==> src/rtl/ct_split_buf_pkg.sv <==
// ct_split_buf_pkg: helpers shared by the ct_* split blocks.
// Holds the constant clog2 used to size pointers and counters.
package ct_split_buf_pkg;

  function automatic int clog2(input int v);
    int r;
    r = 0;
    for (int x = v - 1; x > 0; x = x >> 1) r++;
    return r;
  endfunction

endpackage

==> src/rtl/ct_split_buf_fifo.sv <==
// ct_fifo: single-clock show-ahead FIFO, one per split output.
// Head word is visible on rdata whenever empty is low.
module ct_fifo
  import ct_split_buf_pkg::*;
#(
  parameter int W     = 8,
  parameter int DEPTH = 2
) (
  input  logic         clk,
  input  logic         reset,
  input  logic         wr,
  input  logic [W-1:0] wdata,
  input  logic         rd,
  output logic [W-1:0] rdata,
  output logic         empty,
  output logic         full
);

  localparam int AW = clog2(DEPTH);
  localparam int CW = clog2(DEPTH + 1);

  logic [W-1:0]  mem [DEPTH];
  logic [AW-1:0] wptr;
  logic [AW-1:0] rptr;
  logic [CW-1:0] count;
  logic          push;
  logic          pop;

  // A full FIFO refuses a push even when it pops this cycle.
  assign full  = count == CW'(DEPTH);
  assign empty = count == '0;
  assign push  = wr && !full;
  assign pop   = rd && !empty;
  assign rdata = mem[rptr];

  always_ff @(posedge clk or posedge reset) begin
    if (reset) begin
      wptr  <= '0;
      rptr  <= '0;
      count <= '0;
    end else begin
      if (push) wptr <= wptr + AW'(1);
      if (pop)  rptr <= rptr + AW'(1);
      if (push && !pop)
        count <= count + CW'(1);
      else if (pop && !push)
        count <= count - CW'(1);
    end
  end

  always_ff @(posedge clk) begin
    if (push) mem[wptr] <= wdata;
  end

endmodule

==> src/rtl/ct_split_buf.sv <==
// ct_split_buf: buffered multicast split keyed by flow_id.
// Each output owns a show-ahead FIFO; a beat is written to all targets at once.
module ct_split_buf
  import ct_split_buf_pkg::*;
#(
  parameter int               NO           = 2,
  parameter int               WO           = 8,
  parameter int               NF           = 1,
  parameter int               WF           = 1,
  parameter logic [NF*WF-1:0] FLOWS        = '0,
  parameter logic [NF*NO-1:0] ENABLES      = '0,
  parameter int               DEPTH        = 2,
  parameter bit               DROP_UNKNOWN = 1'b1
) (
  input  logic            clk,
  input  logic            reset,
  input  logic [WO-1:0]   i_data,
  input  logic            i_valid,
  input  logic [WF-1:0]   i_flow,
  output logic            o_ready,
  output logic [NO*WO-1:0] o_data,
  output logic [NO-1:0]   o_valid,
  output logic [NO*WF-1:0] o_flow,
  input  logic [NO-1:0]   i_ready,
  output logic            o_drop,
  output logic            o_error
);

  localparam int W = WO + WF;

  logic [NO-1:0]        en;
  logic [NO-1:0]        full;
  logic [NO-1:0]        empty;
  logic [NO-1:0][W-1:0] head;
  logic                 hit;
  logic                 push;

  // Duplicate flow entries simply OR their masks.
  always_comb begin
    en  = '0;
    hit = 1'b0;
    for (int i = 0; i < NF; i++) begin
      if (FLOWS[i*WF +: WF] == i_flow) begin
        en  = en | ENABLES[i*NO +: NO];
        hit = 1'b1;
      end
    end
  end

  // Only registered full flags feed o_ready, never i_ready.
  always_comb begin
    o_ready = 1'b0;
    o_drop  = 1'b0;
    if (!reset) begin
      o_ready = hit ? ~|(en & full) : DROP_UNKNOWN;
      o_drop  = i_valid && !hit && DROP_UNKNOWN;
    end
  end

  assign push    = i_valid && o_ready && hit;
  assign o_valid = ~empty;

  always_ff @(posedge clk or posedge reset) begin
    if (reset)
      o_error <= 1'b0;
    else if (i_valid && !hit && !DROP_UNKNOWN)
      o_error <= 1'b1;
  end

  for (genvar k = 0; k < NO; k++) begin : g_out
    ct_fifo #(
      .W     (W),
      .DEPTH (DEPTH)
    ) u_fifo (
      .clk   (clk),
      .reset (reset),
      .wr    (push && en[k]),
      .wdata ({i_flow, i_data}),
      .rd    (o_valid[k] && i_ready[k]),
      .rdata (head[k]),
      .empty (empty[k]),
      .full  (full[k])
    );
    assign o_data[k*WO +: WO] = head[k][WO-1:0];
    assign o_flow[k*WF +: WF] = head[k][W-1:WO];
  end

endmodule

==> config.mk <==
export PLATFORM = sky130hd
export DESIGN_NAME = ct_split_buf
export DESIGN_NICKNAME = d
export VERILOG_FILES = /design/src/rtl/ct_split_buf_pkg.sv /design/src/rtl/ct_split_buf_fifo.sv /design/src/rtl/ct_split_buf.sv
export SDC_FILE = /design/constraint.sdc
export NUM_CORES = 1
export LEC_CHECK = 0
export ABC_AREA = 1
export CAP_MARGIN = 20
export CORE_MARGIN = 4
export CORE_UTILIZATION = 25
export DETAILED_ROUTE_END_ITERATION = 8
export PLACE_DENSITY = 0.81
export RECOVER_POWER = 100
export SLEW_MARGIN = 20
export SYNTH_ARGS = -nofsm -noshare
export SYNTH_HDL_FRONTEND = slang
export SYNTH_SLANG_ARGS = --single-unit
==> constraint.sdc <==
create_clock -name clk -period 0.9 [get_ports clk]
set_input_delay 0.135 -clock clk [delete_from_list [all_inputs] [get_ports clk]]
set_output_delay 0.135 -clock clk [all_outputs]
set_load 0.01 [all_outputs]
* Yosys cells after proc, flatten, opt, wreduce, memory -nomap -nowiden *
Cells that the tools add are included.

storage, ports and cells
  register bits after elaboration = 4

operators by class
  add/sub/neg operators = 2
  mux-type cells = 2
  bitwise gates (word level) = 1
  reduce and logical (&&, ||, !) cells = 9

operators with widths
  operator             count
  $logic_and 1x1->1    5
  $logic_not 2->1      2
  $sub 2x1->2 const B  2
  $logic_not 1->1      2
  $mux 1               2
  $not 2->2            1

* Longest topological paths before layout *
Gate-level depths: netlist of the first run.

  depth after elaboration = 4
  mapped depth = 6
  gate-level depth less buffers = 6

* Modules after synthesis *
From an unflattened synthesis of the first run, not the netlist that was laid out.

unflattened totals
  cell total of the unflattened synthesis = 169
  area, all modules = 1816.7 µm²

modules (own cells, without submodules)
  module        instances  cells an instance  area each (µm²)
  ct_fifo       2          79                 884.6
  ct_split_buf  1          11                 47.5

* Least setup slack after synthesis of the first run *
OpenSTA, ideal clock, no wires.

  kind = reg-to-reg
  start = reg g_out[1].u_fifo.count[0]
  end = reg g_out[1].u_fifo.count[0]
  setup time = 0.116 ns
  arrival = 0.791 ns
  required time = 0.784 ns
  path slack = -0.008 ns
  cell stages (with the launch flop) = 7
  path buffers = 0
  cells stage by stage = dfrtp_1 inv_1 ha_1 inv_2 nand2_2 nand2_1 nand2_1

on the way
  word-level cells in the longest chain between the ends = 4
  elaborated cells between the ends (all ways) = 6
  those cells by class = add/sub: 1; bitwise: 1; reduce/logical: 4

RTL lines
  element                   RTL line                 source
  start: declaration        ct_split_buf_fifo.sv:25  logic [CW-1:0] count;
  start signal: assignment  ct_split_buf_fifo.sv:45  count <= count + CW'(1);
  start signal: assignment  ct_split_buf_fifo.sv:47  count <= count - CW'(1);
  $logic_not 2->1           ct_split_buf_fifo.sv:31  assign empty = count == '0;
  $not 2->2                 ct_split_buf.sv:61       assign o_valid = ~empty;
  named net o_valid[1]      ct_split_buf.sv:22       output logic [NO-1:0] o_valid,
  $logic_and 1x1->1         ct_split_buf.sv:79       .rd (o_valid[k] && i_ready[k]),
  $logic_and 1x1->1         ct_split_buf_fifo.sv:33  assign pop = rd && !empty;

The timed path passes the listed nets, and every way through them passes these cells.
A chain may end at the register's enable or synchronous reset.

* Final worst setup path of the first run *
  start = reg g_out[1].u_fifo.count[0]
  end = out o_valid[1]

on the way
  word-level cells in the longest chain between the ends = 2

RTL lines
  element           RTL line
  $logic_not 2->1   ct_split_buf_fifo.sv:31
  $not 2->2         ct_split_buf.sv:61
  end: declaration  ct_split_buf.sv:22

Every way passes these cells.

==> results of run 1 <==
==> power groups by stage <==
stage          Combinational, mW  Sequential [mW]  Clock (mW)
4_1_cts                   0.0731            0.181       0.226
6_report                  0.0719            0.181       0.215
5_1_grt                   0.0805            0.181       0.234
3_5_place_dp              0.0805            0.183           0
3_3_place_gp              0.0790            0.183           0
2_1_floorplan              0.103            0.183           0
==> worst register-to-register path, stage by stage (launching register included) <==
cell,delay (ns)
dfrtp_1,0.35
inv_2,0.06
ha_4,0.15
inv_2,0.06
buf_6,0.10
nand2_2,0.05
nand2_1,0.06
nand2_1,0.05
==> worst min path at each step <==
stage	start	to	slack (ns)	cells past startpoint
after floorplan	reset	g_out[0].u_fifo.count[0]$_DFFE_PP0P_	-0.06	1
after global placement	g_out[0].u_fifo.count[0]$_DFFE_PP0P_	g_out[0].u_fifo.count[0]$_DFFE_PP0P_	0.46	2
after detailed placement	g_out[1].u_fifo.count[1]$_DFFE_PP0P_	g_out[1].u_fifo.count[1]$_DFFE_PP0P_	0.46	2
after CTS	reset	g_out[0].u_fifo.count[1]$_DFFE_PP0P_	0.04	3
after global routing	reset	g_out[0].u_fifo.count[0]$_DFFE_PP0P_	0.10	3
final	reset	g_out[1].u_fifo.count[1]$_DFFE_PP0P_	0.07	3
==> cell families after synthesis <==
| family | Yosys count |
|---|---|
| fa+ha+maj | 2 |
| buf+inv | 28 |
| flops | 4 |
| other cells | 1 |
| simple gates | 16 |
==> per-layer routing <==
layer,up-vias,routed length [µm],GRT usage
li1,145,-,-
met1,131,191,0.0490
met2,16,359,0.115
met3,0,101,0.0230
met4,0,0,0.0663
met5,-,0,0
==> area by class of cell <==
| cell class | instances | area (µm²) | area share |
|---|---|---|---|
| clock buffer | 3 | 22.5 | 0.0453 |
| inverter | 9 | 33.8 | 0.0680 |
| multi-input combinational | 37 | 194 | 0.390 |
| sequential | 4 | 100 | 0.202 |
| tap | 15 | 18.8 | 0.0378 |
| timing repair buffer | 15 | 128 | 0.257 |
==> stage by stage <==
step	instance area [µm²]	power, mW	TNS [ns]	std cells
floorplan	458	0.286	0	69
global placement	447	0.262	-2.01	77
detailed placement	447	0.264	-2.12	77
CTS	480	0.480	-0.720	81
global route	497	0.495	-1.03	83
finish	497	0.467	-0.693	83
==> cell usage in the layout, fill, tap and decap left out <==
| cell | instances |
|---|---|
| dfrtp_1 | 4 |
| nand2_1 | 8 |
| conb_1 | 19 |
| inv_2 | 6 |
| inv_1 | 3 |
| clkdlybuf4s15_1 | 1 |
| nand3_1 | 4 |
| buf_4 | 4 |
| clkdlybuf4s50_1 | 2 |
| clkbuf_1 | 2 |
| dlygate4sd2_1 | 3 |
| nand2_2 | 3 |
| buf_6 | 3 |
| nor2_1 | 1 |
| clkbuf_4 | 3 |
| ha_4 | 2 |
==> what timing repair did <==
action / 4_1_cts / 5_1_grt
hold buffers: 0 / 0
resized for setup: 24 / 2
pin swaps: 4 / 0
buffers inserted: 1 / 2
endpoints found under the setup margin: 8 / 6
==> reports/summary.txt, run 1 <==
Status - finished with violations
Violated checks - setup timing
Ant diodes - 0
Post-place setup slack - -0.521 ns
Pin count of the biggest net entering global routing - 5
CP Buf/Inv Count - 3
Top Ports - 37
Area leader, netlist - buf_4
Top_reg_cell synth - dfrtp_1
Crit path time final - 1.09 ns
Avg WL per Cell - 7.86 µm
Largest family of logic cells by synthesized area - buffers and inverters
Routability congestion estimate from global placement - 0.533
Die width - 46.8 µm
Final WS setup - -0.186 ns
Top flop regs - g_out.u_fifo.count: 4 flops
Yosys warns - 1
Initial Util - 0.278
Max-cap violations - 0
Crit path max-delay family - flip-flops
Clock transition at the registers of the reported paths - 0.04 ns
Clock power frac - 0.459
Largest stage delay, worst path - 0.38 ns
Slowest CP cell - dfrtp_1
Number of routed nets with antenna violations - 0
Net Sw Power - 118 µW
Seq pwr share - 0.387
Die area - 2190 µm²
Util after Layout - 0.368
Power Dens Cells - 941 nW/µm²
Share of layout cells above drive strength 1 - 0.309
Worst path cell trace - inv_2 -> ha_4 -> inv_2 -> buf_6
Adder-cell share of the synthesized area - 0.0667
CP Launch Type - register
Critical path capture point type - primary output
Pleak - 0.279 nW
EDFF count, synth - 0
Vias - 292
Mapped cell area - 375 µm²
NumNets Final - 86
RSZ-0062 raised after global routing - true
Initial antenna violation count - 0
Site row count - 13
Finish-stage setup viols - 6
Area grow syn2layout - 32.3%
Net Sw Frac - 0.253
Period utilisation layout - 1.21
Clock Path Buffers - 2
Residual DRC count - 0
Synthesized area per cell - 7.36 µm²
Yosys cell types - 10
Crit path from - g_out[1].u_fifo.count[0]$_DFFE_PP0P_
Peak supply drop - 0.417 mV
Die H - 46.8 µm
CTS Root Cell - clkbuf_4
WP data arrival - 0.95 ns
Most frequent cell after synthesis - buf_4
Later-pin clock latency in the skew report - 0.23 ns
Mux contribution to synthesized area - 0
Seq cells post-synth - 4
Fillers - 144
Crit Path Category - register to primary output
CTS Buf Count - 3
Top cell type's share of synthesized area - 0.380
R2R Path End - g_out[0].u_fifo.count[0]$_DFFE_PP0P_
Comb pwr share - 0.154
First-pass GRT wire length - 910 µm
CTS tree - yes
Peak fanout along the critical path - 2
Worst Reg-to-Reg Cells - 7
Core ar. - 1350 µm²
Hold Slack - 0.0692 ns
Max FFs per register - 4
Sequential fraction of the synthesis area - 0.267
H-tree levels - 1
WP depth - 4
Highest clock rate - 0.920 GHz
Synth Area in XOR/XNOR - 0
First drt pass iteration count - 2
Input/output buffers - 9
Simple-Gate Fraction of Synth Area - 0.187
Async S/R FF share, synth - 1.00
Ranking of synthesized cells by area - buf_4 (38%), dfrtp_1 (27%), nand2_1 (9.0%)
Total Wirelength - 652 µm
Design internal power - 349 µW
Synth Area in Compound Gates - 0
Slew Limit Fails - 0
Critical path capture point - o_valid[1]
Gr ovfl total - 0
Worst hold path type - primary input to asynchronous set/reset pin
Worst r2r src - g_out[0].u_fifo.count[0]$_DFFE_PP0P_
Total track usage - 0.0635
Worst path required time - 0.76 ns
R2R Setup Slk - -0.09 ns
Clk sinks - 4
Initial DRC Count - 1
Drt via density - 3.52
Number of hold violations in the final report - 0
Top cell types by occurrence after synthesis - buf_4 (19), nand2_1 (9), inv_1 (7)
Max Clock Skew - 0.0000706 ns
Post-synthesis instance total - 51
Vias in the first global route - 261
Detailed placement HPWL - 551 µm
Most flops, register - g_out.u_fifo.count
Most Frequent Cell on Critical Path - inv_2
(Power assumes the default switching activity.)
==> run 2: changes to the inputs <==
--- a/config.mk
+++ b/config.mk
@@ -7,12 +7,11 @@
 export LEC_CHECK = 0
 export ABC_AREA = 1
 export CAP_MARGIN = 20
-export CORE_MARGIN = 4
-export CORE_UTILIZATION = 25
+export CORE_AREA = 4 4 41 43
 export DETAILED_ROUTE_END_ITERATION = 8
-export PLACE_DENSITY = 0.81
+export DIE_AREA = 0 0 45 47
+export PLACE_DENSITY = 0.85
 export RECOVER_POWER = 100
-export SLEW_MARGIN = 20
 export SYNTH_ARGS = -nofsm -noshare
 export SYNTH_HDL_FRONTEND = slang
 export SYNTH_SLANG_ARGS = --single-unit
==> constraint.sdc (replaced) <==
create_clock -name clk -period 1.4 [get_ports clk]
set_input_delay 0.21 -clock clk [delete_from_list [all_inputs] [get_ports clk]]
set_output_delay 0.21 -clock clk [all_outputs]
set_load 0.01 [all_outputs]
==> reports/summary.txt, run 2 (same netlist as run 1, synthesis figures left out) <==
Status - completed
Ant diodes - 0
Worst path required time - 1.19 ns
Gr ovfl total - 0
NumNets Final - 83
Highest clock rate - 0.745 GHz
Die area - 2120 µm²
Power Dens Cells - 705 nW/µm²
H-tree levels - 1
CTS Root Cell - clkbuf_4
Initial DRC Count - 5
Number of routed nets with antenna violations - 0
Finish-stage setup viols - 0
Util after Layout - 0.336
Fillers - 145
Clock transition at the registers of the reported paths - 0.04 ns
Initial Util - 0.288
Top flop regs - g_out.u_fifo.count: 4 flops
Hold Slack - 0.427 ns
Avg WL per Cell - 7.26 µm
Total track usage - 0.0666
Peak supply drop - 0.556 mV
Crit Path Category - register to primary output
Period utilisation layout - 0.959
Most flops, register - g_out.u_fifo.count
Site row count - 13
Placed cell area - 424 µm²
Die H - 47 µm
Total Wirelength - 581 µm
Residual DRC count - 0
First drt pass iteration count - 3
Later-pin clock latency in the skew report - 0.23 ns
Die width - 45 µm
Vias - 279
Top Ports - 37
Core ar. - 1300 µm²
CTS Buf Count - 3
Clock Path Buffers - 2
Final WS setup - 0.0577 ns
Input/output buffers - 9
Max FFs per register - 4
Critical path capture point type - primary output
Crit path time final - 1.34 ns
Number of hold violations in the final report - 0
Vias in the first global route - 237
RSZ-0062 raised after global routing - false
Max Clock Skew - 0.0000355 ns
Share of layout cells above drive strength 1 - 0.123
Initial antenna violation count - 0
Detailed placement HPWL - 509 µm
CTS tree - yes
Setup tns final - 0 ns
Clk sinks - 4
Routability congestion estimate from global placement - 0.584
Peak fanout along the critical path - 2
Commonest non-fill, non-tap cell in the layout - conb_1
WP data arrival - 1.13 ns
Drt via density - 3.49
First-pass GRT wire length - 917 µm
CP Launch Type - register
Max-cap violations - 0
Most frequent cells in the layout - conb_1 (19), nand2_1 (10), inv_1 (7)
Worst hold path type - primary input to asynchronous set/reset pin
Design Area, Final - 437 µm²
Pin count of the biggest net entering global routing - 5
Pleak - 0.257 nW
Slew Limit Fails - 0
Post-place setup slack - -0.139 ns
Area grow syn2layout - 16.3%
run 2: changes by cell type in the layout (fill, tap and decap cells not counted), moves of 3 or more:
cell,change
inv_1,+4
buf_4,-3
inv_2,-4
buf_6,-3
run 2: path summary, 6_finish.rpt:
path	start	endpoint	slack [ns]	depth (start not counted)
min in group clk	g_out[1].u_fifo.count[1]$_DFFE_PP0P_	g_out[1].u_fifo.count[1]$_DFFE_PP0P_	0.47	2
hold / removal	reset	g_out[1].u_fifo.count[1]$_DFFE_PP0P_	0.43	3
setup / recovery	g_out[1].u_fifo.count[0]$_DFFE_PP0P_	o_valid[1]	0.06	4
hold reg to reg	g_out[1].u_fifo.count[1]$_DFFE_PP0P_	g_out[1].u_fifo.count[1]$_DFFE_PP0P_	0.47	2
max in group asynchronous	reset	g_out[0].u_fifo.count[0]$_DFFE_PP0P_	0.80	3
setup reg to reg	g_out[1].u_fifo.count[0]$_DFFE_PP0P_	g_out[1].u_fifo.count[0]$_DFFE_PP0P_	0.36	7
run 2: layout make-up:
cell class / count / area, µm² / area share
multi-input cells: 37 / 166 / 0.381
inverters: 9 / 33.8 / 0.0774
clock buffers: 3 / 22.5 / 0.0516
flip-flops and latches: 4 / 100 / 0.229
well taps: 15 / 18.8 / 0.0430
repair buffers: 12 / 95.1 / 0.218
run 2: critical path, stage by stage, from the launching register on:
cell and delay (ns):
dfrtp_1 0.38, inv_2 0.06, ha_2 0.16, inv_2 0.03
dlygate4sd2_1 0.27
run 2: timing repair:
item / in CTS / in global routing
buffers inserted: 0 / 1
pin swaps: 0 / 0
setup endpoints to repair: 4 / 2
resized for setup: 5 / 3
hold buffers: 0 / 0
run 2: metrics by stage:
stage                     power (mW)  cells
final                          0.308     80
after global routing           0.338     80
after CTS                      0.318     79
after detailed placement       0.169     76
after global placement         0.168     76
after floorplan                0.184     69
run 2: per-layer routing:
| metal | global-route usage | vias to the layer above | share of wire |
|---|---|---|---|
| met2 | 0.107 | 16 | 0.52 |
| met1 | 0.0575 | 123 | 0.33 |
| met4 | 0.0175 | 0 | 0 |
| li1 | - | 140 | - |
| met5 | 0 | - | 0 |
| met3 | 0.0690 | 0 | 0.14 |
run 2: power breakdown:
part	leakage (nW)	switching, mW	total [mW]	internal, mW
logic	0.187	0.0327	0.0480	0.0153
clock network	0.0138	0.0477	0.144	0.0959
registers	0.0559	0	0.116	0.116
total	0.257	0.0804	0.308	0.227
